===== src/rtl/calc_pkg.sv =====
// Shared types for the calculator keypad front end: raw button vector, encoded key, debounce states.
package calc_pkg;

    typedef struct packed {
        logic       off;
        logic       on;
        logic       clr;
        logic       eq;
        logic       div;
        logic       mul;
        logic       sub;
        logic       add;
        logic [9:0] num;
    } buttons_t;

    typedef enum logic [4:0] {
        B_NONE,
        B_NUM_0, B_NUM_1, B_NUM_2, B_NUM_3, B_NUM_4,
        B_NUM_5, B_NUM_6, B_NUM_7, B_NUM_8, B_NUM_9,
        B_OP_ADD, B_OP_SUB, B_OP_MUL, B_OP_DIV, B_OP_EQ,
        B_CLR, B_ON, B_OFF
    } active_button_t;

    typedef enum logic [1:0] {S_IDLE, S_DEBOUNCE, S_HELD, S_RELEASE} btn_state_e;

    // OFF wins over ON, ON wins over everything else; any other chord is no key at all.
    function automatic active_button_t buttons2active(buttons_t b);
        logic [15:0]    others;
        active_button_t r;
        others = {b.clr, b.eq, b.div, b.mul, b.sub, b.add, b.num};
        r = B_NONE;
        if (b.off) begin
            r = B_OFF;
        end else if (b.on) begin
            r = B_ON;
        end else if ($countones(others) == 1) begin
            for (int i = 0; i < 10; i++)
                if (b.num[i]) r = active_button_t'(5'(i + 1));
            if (b.add) r = B_OP_ADD;
            if (b.sub) r = B_OP_SUB;
            if (b.mul) r = B_OP_MUL;
            if (b.div) r = B_OP_DIV;
            if (b.eq)  r = B_OP_EQ;
            if (b.clr) r = B_CLR;
        end
        return r;
    endfunction

    function automatic logic is_digit(active_button_t b);
        return (b >= B_NUM_0) && (b <= B_NUM_9);
    endfunction

endpackage


===== src/rtl/button_sync.sv =====
// Two-flop synchronizer for a bus of independent asynchronous levels.
module button_sync #(
    parameter int Width = 1
) (
    input  logic             clk,
    input  logic             rst,
    input  logic [Width-1:0] din,
    output logic [Width-1:0] dout
);

    logic [Width-1:0] meta;

    always_ff @(posedge clk) begin
        if (rst) begin
            meta <= '0;
            dout <= '0;
        end else begin
            meta <= din;
            dout <= meta;
        end
    end

endmodule


===== src/rtl/button_debouncer.sv =====
// Keypad debouncer: sync, encode, debounce FSM and a one-entry press event buffer.
// Define CALC_BUTTON_REPEAT_EN to add auto-repeat of held digit keys.
module button_debouncer
    import calc_pkg::*;
#(
    parameter int DebounceCycles = 1000
`ifdef CALC_BUTTON_REPEAT_EN
    ,
    parameter int RepeatDelayCycles  = 500000,
    parameter int RepeatPeriodCycles = 100000
`endif
) (
    input  logic           clk_i,
    input  logic           rst_i,
    input  buttons_t       buttons_i,
    output logic           press_valid_o,
    output active_button_t press_button_o,
    input  logic           press_ready_i,
    output logic           held_o,
    output logic           overrun_o
);

    localparam int CW = $clog2(DebounceCycles + 1);
    localparam logic [CW-1:0] CntMax = CW'(DebounceCycles);

    logic [$bits(buttons_t)-1:0] sync_q;
    active_button_t sample;
    btn_state_e     state, state_n;
    active_button_t cand, cand_n;
    logic [CW-1:0]  cnt, cnt_n;
    logic           emit;
    logic           rpt_hit;

    button_sync #(.Width($bits(buttons_t))) u_sync (
        .clk  (clk_i),
        .rst  (rst_i),
        .din  (buttons_i),
        .dout (sync_q)
    );

    assign sample = buttons2active(buttons_t'(sync_q));

`ifdef CALC_BUTTON_REPEAT_EN
    localparam int RptMax = (RepeatDelayCycles > RepeatPeriodCycles) ? RepeatDelayCycles
                                                                     : RepeatPeriodCycles;
    localparam int RW = $clog2(RptMax + 1);
    logic [RW-1:0] rpt;
    logic          rpt_first;

    // First repeat waits the long delay, later ones the period; both end on limit-1 so the
    // event lands in the buffer exactly on the limit edge.
    assign rpt_hit = (state == S_HELD) && is_digit(cand) && (sample == cand) &&
                     (rpt == (rpt_first ? RW'(RepeatDelayCycles - 1) : RW'(RepeatPeriodCycles - 1)));

    always_ff @(posedge clk_i) begin
        if (rst_i || state != S_HELD || !is_digit(cand)) begin
            rpt       <= '0;
            rpt_first <= 1'b1;
        end else if (rpt_hit) begin
            rpt       <= '0;
            rpt_first <= 1'b0;
        end else begin
            rpt <= rpt + RW'(1);
        end
    end
`else
    assign rpt_hit = 1'b0;
`endif

    always_ff @(posedge clk_i) begin
        if (rst_i) begin
            state <= S_IDLE;
            cand  <= B_NONE;
            cnt   <= '0;
        end else begin
            state <= state_n;
            cand  <= cand_n;
            cnt   <= cnt_n;
        end
    end

    always_comb begin
        state_n = state;
        cand_n  = cand;
        cnt_n   = cnt;
        emit    = 1'b0;
        case (state)
            S_IDLE: begin
                if (sample != B_NONE) begin
                    state_n = S_DEBOUNCE;
                    cand_n  = sample;
                    cnt_n   = CW'(1);
                end
            end
            S_DEBOUNCE: begin
                if (sample == cand) begin
                    if (cnt == CntMax) begin
                        state_n = S_HELD;
                        emit    = 1'b1;
                    end else begin
                        cnt_n = cnt + CW'(1);
                    end
                end else if (sample == B_NONE) begin
                    state_n = S_IDLE;
                    cnt_n   = '0;
                end else begin
                    cand_n = sample;
                    cnt_n  = CW'(1);
                end
            end
            S_HELD: begin
                // Any change, including a chord containing cand, counts as letting go.
                if (sample != cand) begin
                    state_n = S_RELEASE;
                    cnt_n   = CW'(1);
                end else if (rpt_hit) begin
                    emit = 1'b1;
                end
            end
            S_RELEASE: begin
                if (sample == cand) begin
                    state_n = S_HELD;
                end else if (cnt == CntMax) begin
                    state_n = S_IDLE;
                    cnt_n   = '0;
                end else begin
                    cnt_n = cnt + CW'(1);
                end
            end
            default: state_n = S_IDLE;
        endcase
    end

    always_ff @(posedge clk_i) begin
        if (rst_i) begin
            press_valid_o  <= 1'b0;
            press_button_o <= B_NONE;
            overrun_o      <= 1'b0;
        end else if (emit) begin
            if (!press_valid_o || press_ready_i) begin
                press_valid_o  <= 1'b1;
                press_button_o <= cand;
            end else begin
                overrun_o <= 1'b1;
            end
        end else if (press_valid_o && press_ready_i) begin
            press_valid_o  <= 1'b0;
            press_button_o <= B_NONE;
        end
    end

    assign held_o = (state == S_HELD) || (state == S_RELEASE);

endmodule


===== config.mk =====
export PLATFORM = sky130hd
export DESIGN_NAME = button_debouncer
export DESIGN_NICKNAME = d
export VERILOG_FILES = /design/src/rtl/calc_pkg.sv /design/src/rtl/button_sync.sv /design/src/rtl/button_debouncer.sv
export SDC_FILE = /design/constraint.sdc
export NUM_CORES = 1
export LEC_CHECK = 0
export CORE_AREA = 2 2 81 83
export DETAILED_ROUTE_END_ITERATION = 12
export DIE_AREA = 0 0 83 85
export PLACE_DENSITY = 0.83
export SLEW_MARGIN = 40
export SYNTH_ARGS = -nofsm -noshare
export SYNTH_HDL_FRONTEND = slang
export SYNTH_SLANG_ARGS = --single-unit

===== constraint.sdc =====
create_clock -name clk_i -period 4.8 [get_ports clk_i]
set_input_delay 0.96 -clock clk_i [delete_from_list [all_inputs] [get_ports clk_i]]
set_output_delay 0.96 -clock clk_i [all_outputs]
set_load 0.005 [all_outputs]

# After elaboration in Yosys (flattened, before gate mapping)
# Index checks and enable logic that the tools add are counted.
[word_totals] word_cells=104 out_inout_bits=8 ff_bits=60
[classes] addsub=16 muxes=48 n_reduce_logical=14 n_eq_ne=17 n_bitwise=1
[op_table] operator="$mux 5" count=24
[op_table] operator="$mux 10" count=6
[op_table] operator="$pmux 10 s4" count=1
[op_table] operator="$add 1x1->2" count=8
[op_table] operator="$mux 2" count=7
[op_table] operator="$add 2x2->3" count=4
[op_table] operator="$ne 3x3->1 const B" count=4
[op_table] operator="$add 10x1->10 const B" count=1
[op_table] operator="$eq 10x10->1 const B" count=1
[op_table] operator="$ne 2x2->1 const B" count=5
[op_table] operator="$pmux 5 s2" count=1
[op_table] operator="$add 3x3->4" count=2
[op_table] operator="$mux 1" count=8
[op_table] operator="$pmux 2 s4" count=1
[op_table] operator="$reduce_and 4->1" count=2
[op_table] operator="$add 4x4->5" count=1
[op_table] operator="$eq 5x1->1 const B" count=1
[op_table] operator="$eq 5x5->1" count=1
[op_table] operator="$logic_not 5->1" count=1
[op_table] operator="$ne 5x5->1" count=1
[op_table] operator="$reduce_and 5->1" count=1
[op_table] operator="$reduce_bool 5->1" count=1
[op_table] operator="$eq 2x2->1 const B" count=2
[op_table] operator="$reduce_and 2->1" count=2
[op_table] operator="8 further kinds" count=10

# Logic depth before layout (Yosys ltp)
[depth] depth_word=24 mapped_depth=19 depth_no_buf=18

# Hierarchy
# From an unflattened synthesis, not the netlist that was laid out.
[hier_totals] hier_cells=358 hier_area_um2=3290.7
[by_module_without_submodules] mod="button_debouncer" area_each_um2=2296.0 instances=1 cells_each=283
[by_module_without_submodules] mod="button_sync" area_each_um2=994.7 instances=1 cells_each=75

# Least setup slack after synthesis
# Ideal clock, no wire load.
[synth_path] path_type="register -> register" start="register u_sync.dout[5]" end="register press_button_o[1]" path_stages_with_launch=20 t_required_ps=4671 arrival_time_ps=5116 slack_ps=-445 period_less_slack_ps=5245 path_cell_list="dfxtp_1 > inv_1 > fa_1 > inv_1 > fa_1 > fa_1 > inv_1 > fa_1 > inv_1 > ha_1 > fa_1 > nor4b_4 > o211ai_1 > o21ai_0 > xnor2_1 > nand3_1 > a2111oi_4 > buf_6 > mux2i_1 > a21oi_1"
[synth_between] elab_chain_cells=19 elab_cells_between_ends=26
[synth_rtl] item="start: declaration" line="button_sync.sv:8" text="output logic [Width-1:0] dout"
[synth_rtl] item="start signal: assignment" line="button_sync.sv:19" text="dout <= meta;"
[synth_rtl] item="branches (longest 11 deep; another with $add 4x4->5)"
[synth_rtl] item="$mux 5 *" line="calc_pkg.sv:36" text="end else if ($countones(others) == 1) begin"
[synth_rtl] item="$mux 5 *" line="calc_pkg.sv:34" text="end else if (b.on) begin"
[synth_rtl] item="$mux 5 *" line="calc_pkg.sv:32" text="if (b.off) begin"
[synth_rtl] item="$eq 5x5->1 *" line="button_debouncer.sv:96" text="if (sample == cand) begin"
[synth_rtl] item="$mux 1 *" line="button_debouncer.sv:96"
[synth_rtl] item="$mux 1 *"
[synth_rtl] item="$ne 2x1->1 (no line) / $reduce_bool 2->1 (equally long branches)"
[synth_rtl] item="$reduce_and 2->1 (no line)"
[synth_rtl] item="end signal: assignment" line="button_debouncer.sv:142" text="press_button_o <= cand;"
[synth_rtl] item="end: declaration" line="button_debouncer.sv:17" text="output active_button_t press_button_o,"
# Mark *: on every way between the ends.
# A chain may end at the register's enable or synchronous reset.

# Worst setup path in the final report
[layout_path] start="register u_sync.dout[7]" end="register press_button_o[0]"
[layout_between] elab_chain_cells=17 elab_cells_between_ends=24
[layout_rtl] item="branches (longest 9 deep; another with $add 4x4->5)"
[layout_rtl] item="$mux 5 *" line="calc_pkg.sv:36"
[layout_rtl] item="$mux 5 *" line="calc_pkg.sv:34"
[layout_rtl] item="$mux 5 *" line="calc_pkg.sv:32"
[layout_rtl] item="$eq 5x5->1 *" line="button_debouncer.sv:96"
[layout_rtl] item="$mux 1 *" line="button_debouncer.sv:96"
[layout_rtl] item="$mux 1 *"
[layout_rtl] item="$ne 2x1->1 (no line) / $reduce_bool 2->1 (equally long branches)"
[layout_rtl] item="$reduce_and 2->1 (no line)"
# Marked as above.

==> impl_metrics.json <==
{
  "status": "finished with violations",
  "violations": "negative setup slack",
  "die_y_um": 85,
  "clock_skew_ns": 0.0136,
  "whs_path_depth": 1,
  "clockBufferDepth": 2,
  "gp_congestion": 0.828,
  "die_w_um": 83,
  "clk_pin_slew_ns": 0.08,
  "antenna_cells": 0,
  "synth_seq_cells": 60,
  "p_int_mw": 1.20,
  "path_max_fanout": 5,
  "grt-ovfl-total": 0,
  "drv_cap": 0,
  "fin_nets": 442,
  "min_to": "u_sync.dout[3]",
  "drtPass1Iterations": 4,
  "drive_above_1_share_pct": 28.7,
  "combPwrFrac_pct": 49.3,
  "place_ws_ns": -0.605,
  "seq_area_mm2": 0.00121,
  "fillers": 459,
  "setup_slack_ns": -0.608,
  "worstSetupEndpointType": "register",
  "slew_headroom_pct": 54.6,
  "wl_per_cell_um": 15.3,
  "grt_pass1_wl_um": 11800,
  "yosys_warnings": 0,
  "port_buffers": 28,
  "fmax_mhz": 185,
  "r2r_slack_ns": -0.61,
  "place_area_mm2": 0.00368,
  "worst_ep_arrival_time_ns": 5.67,
  "vias": 2681,
  "final_cell_mix": "56 x dfxtp_1, 39 x inv_1, 38 x nor2b_1",
  "htree_num_levels": 3,
  "grt_max_degree": 53,
  "worstMarginPinSlew_ns": 0.679,
  "wirelength_um": 7400,
  "wl_met2_um": 3750,
  "worstHoldStart": "u_sync.meta[3]",
  "slew_violations": 0,
  "multiInputGateArea_mm2": 0.00194,
  "grtUsageTotal_pct": 20.7,
  "netSwitchingFraction_pct": 37.1,
  "pwr-share-clk_pct": 20.9,
  "fin_cells": 485,
  "rows": 29,
  "die-area_mm2": 0.00706,
  "period_needed_ns": 5.41,
  "io_pins": 29,
  "m1WireLength_um": 3170,
  "clockRootBuffer": "clkbuf_8",
  "hpwl_um": 4770,
  "highest_layer": "met4",
  "cts_sinks": 60,
  "wl_met3_um": 363,
  "vias_per_cell": 5.53,
  "start_util_pct": 50.1,
  "power.leakage_nw": 1.63,
  "hp-class": "reg2reg",
  "syn_avg_cell_area_um2": 9.47,
  "drt_iter0_drc": 129,
  "clock_latency_ns": 0.34,
  "synthFlopType": "dfxtp_1",
  "tns_ns": -12.68,
  "remaining_drc_errors": 0,
  "synth_edf_count": 0,
  "worstReg2RegStart": "u_sync.dout[7]",
  "fin_area_mm2": 0.00426,
  "switchingPower_mw": 0.709,
  "period_share_pct": 113,
  "antenna_found_initial": 0,
  "async_flop_share_pct": 0,
  "dp.cells": 454,
  "cp-start-kind": "register",
  "p_seq_share_pct": 29.8,
  "reg2reg_to": "press_button_o[0]",
  "powerDensity_mw_per_mm2": 449,
  "cts_tree": "done",
  "peakVddDrop_uv": 235,
  "final_common_cell": "dfxtp_1",
  "synth_area_mm2": 0.00311,
  "numCtsBuffers": 9,
  "syn_inst": 328,
  "ff2ff_path_depth": 20,
  "seq_area_frac_synth_pct": 38.7,
  "grt_setup_unrepaired": "true",
  "cp.required_ns": 5.06,
  "synth.distinct_cells": 61,
  "final_antenna_net_count": 0,
  "syn-num-nets": 367,
  "crit_type": "reg2reg",
  "core_area_mm2": 0.00620,
  "setup_viol": 24,
  "first_global_vias": 2567,
  "hold_violations": 0,
  "area_growth_pct": 37.1
}
[flip-flops by register name, indices dropped and copies added (netlist names), named ones only]
register        flops
cand                5
press_button_o      5
u_sync.dout        18
state               1
press_valid_o       1
u_sync.meta        18
overrun_o           1
cnt                10
[worst max-delay path: stages, from the launching register on]
cell	delay, ns
dfxtp_2	0.34
inv_2	0.05
fa_1	0.53
inv_1	0.05
fa_1	0.46
fa_1	0.51
inv_1	0.05
fa_1	0.47
inv_1	0.04
ha_2	0.17
fa_1	0.48
nor4b_4	0.31
buf_4	0.16
o2111a_2	0.22
a21oi_4	0.08
or2_4	0.28
a31oi_4	0.29
a2111oi_4	0.14
buf_2	0.19
or3b_4	0.36
a31oi_1	0.16
[per-layer routing]
metal / up-vias / GRT usage, %
met1: 1270 / 25.2
met3: 12 / 5.35
li1: 1303 / -
met4: 0 / 8.64
met5: - / 0
met2: 96 / 35.1
[worst max path at each step]
stage	start	end	slack (ns)	cells after the start
after global routing	u_sync.dout[7]	cnt[5]	-0.80	22
after CTS	u_sync.dout[15]	press_button_o[4]	-0.52	19
after detailed placement	u_sync.dout[15]	cnt[2]	-0.61	19
after global placement	u_sync.dout[15]	cnt[8]	-0.45	20
final	u_sync.dout[7]	press_button_o[0]	-0.61	20
after floorplan	u_sync.dout[15]	press_button_o[1]	-0.37	19
[final cells by class]
class                   count  share of cell area [%]
multi-input cells         219                    45.7
flip-flops and latches     60                    28.3
clock buffers               9                    2.91
inverters                  41                    3.61
clock inverters             7                    1.23
well taps                  77                    2.26
repair buffers             72                    16.0
[power by group through the flow]
stage	Combinational (mW)	Clock [mW]	Sequential, mW
final	0.942	0.400	0.569
after global routing	1.01	0.434	0.573
after CTS	0.815	0.406	0.566
after detailed placement	0.619	0	0.573
after global placement	0.601	0	0.571
after floorplan	0.391	0	0.565
[cell families (layout without fill, tap and decap cells)]
kind of cell	Yosys count	in the layout	synth area share, %
adder cells (fa/ha/maj)	18	18	9.67
buffers and inverters	50	129	6.73
multiplexers	3	3	0.967
flip-flops	60	60	38.7
AND/OR/NAND/NOR	131	131	25.1
XOR/XNOR	3	3	0.846
AO/OA/AOI/OAI	63	64	18.0
[Yosys cell counts (4+ instances only)]
library cell	instances	area share, %
fa_1	10	6.4
nand4_1	5	1.0
clkbuf_1	5	0.60
nor3_1	12	1.9
nand3b_1	4	0.97
a21oi_1	8	1.3
nand2_1	14	1.7
nand4b_1	4	1.1
o211ai_1	8	1.9
dfxtp_1	60	39
nor2_1	21	2.5
ha_1	8	3.2
nor4_1	5	1.0
inv_1	41	5.0
a31oi_1	5	1.0
nand3_1	7	1.1
o221ai_1	5	1.4
nor2b_1	38	7.7
o21ai_0	8	1.3
[per-stage QoR]
| step | util [%] | total power, mW | hold WS (ns) |
|---|---|---|---|
| 2_1_floorplan | - | 0.956 | 0.414 |
| 3_3_place_gp | 59.3 | 1.17 | 0.419 |
| 3_5_place_dp | 59.3 | 1.19 | 0.427 |
| 4_1_cts | 66.5 | 1.79 | 0.440 |
| 5_1_grt | 68.6 | 2.01 | 0.443 |
| 6_report | 68.6 | 1.91 | 0.434 |
[repair_timing]
item,in CTS,in global routing
resized for setup,38,19
cloned,0,2
hold buffers,0,0
setup buffers,11,4
hold endpoints to repair,0,0
endpoints found under the setup margin,24,24
pin swaps,18,27
Note: power is estimated with default switching activity, not from simulation.
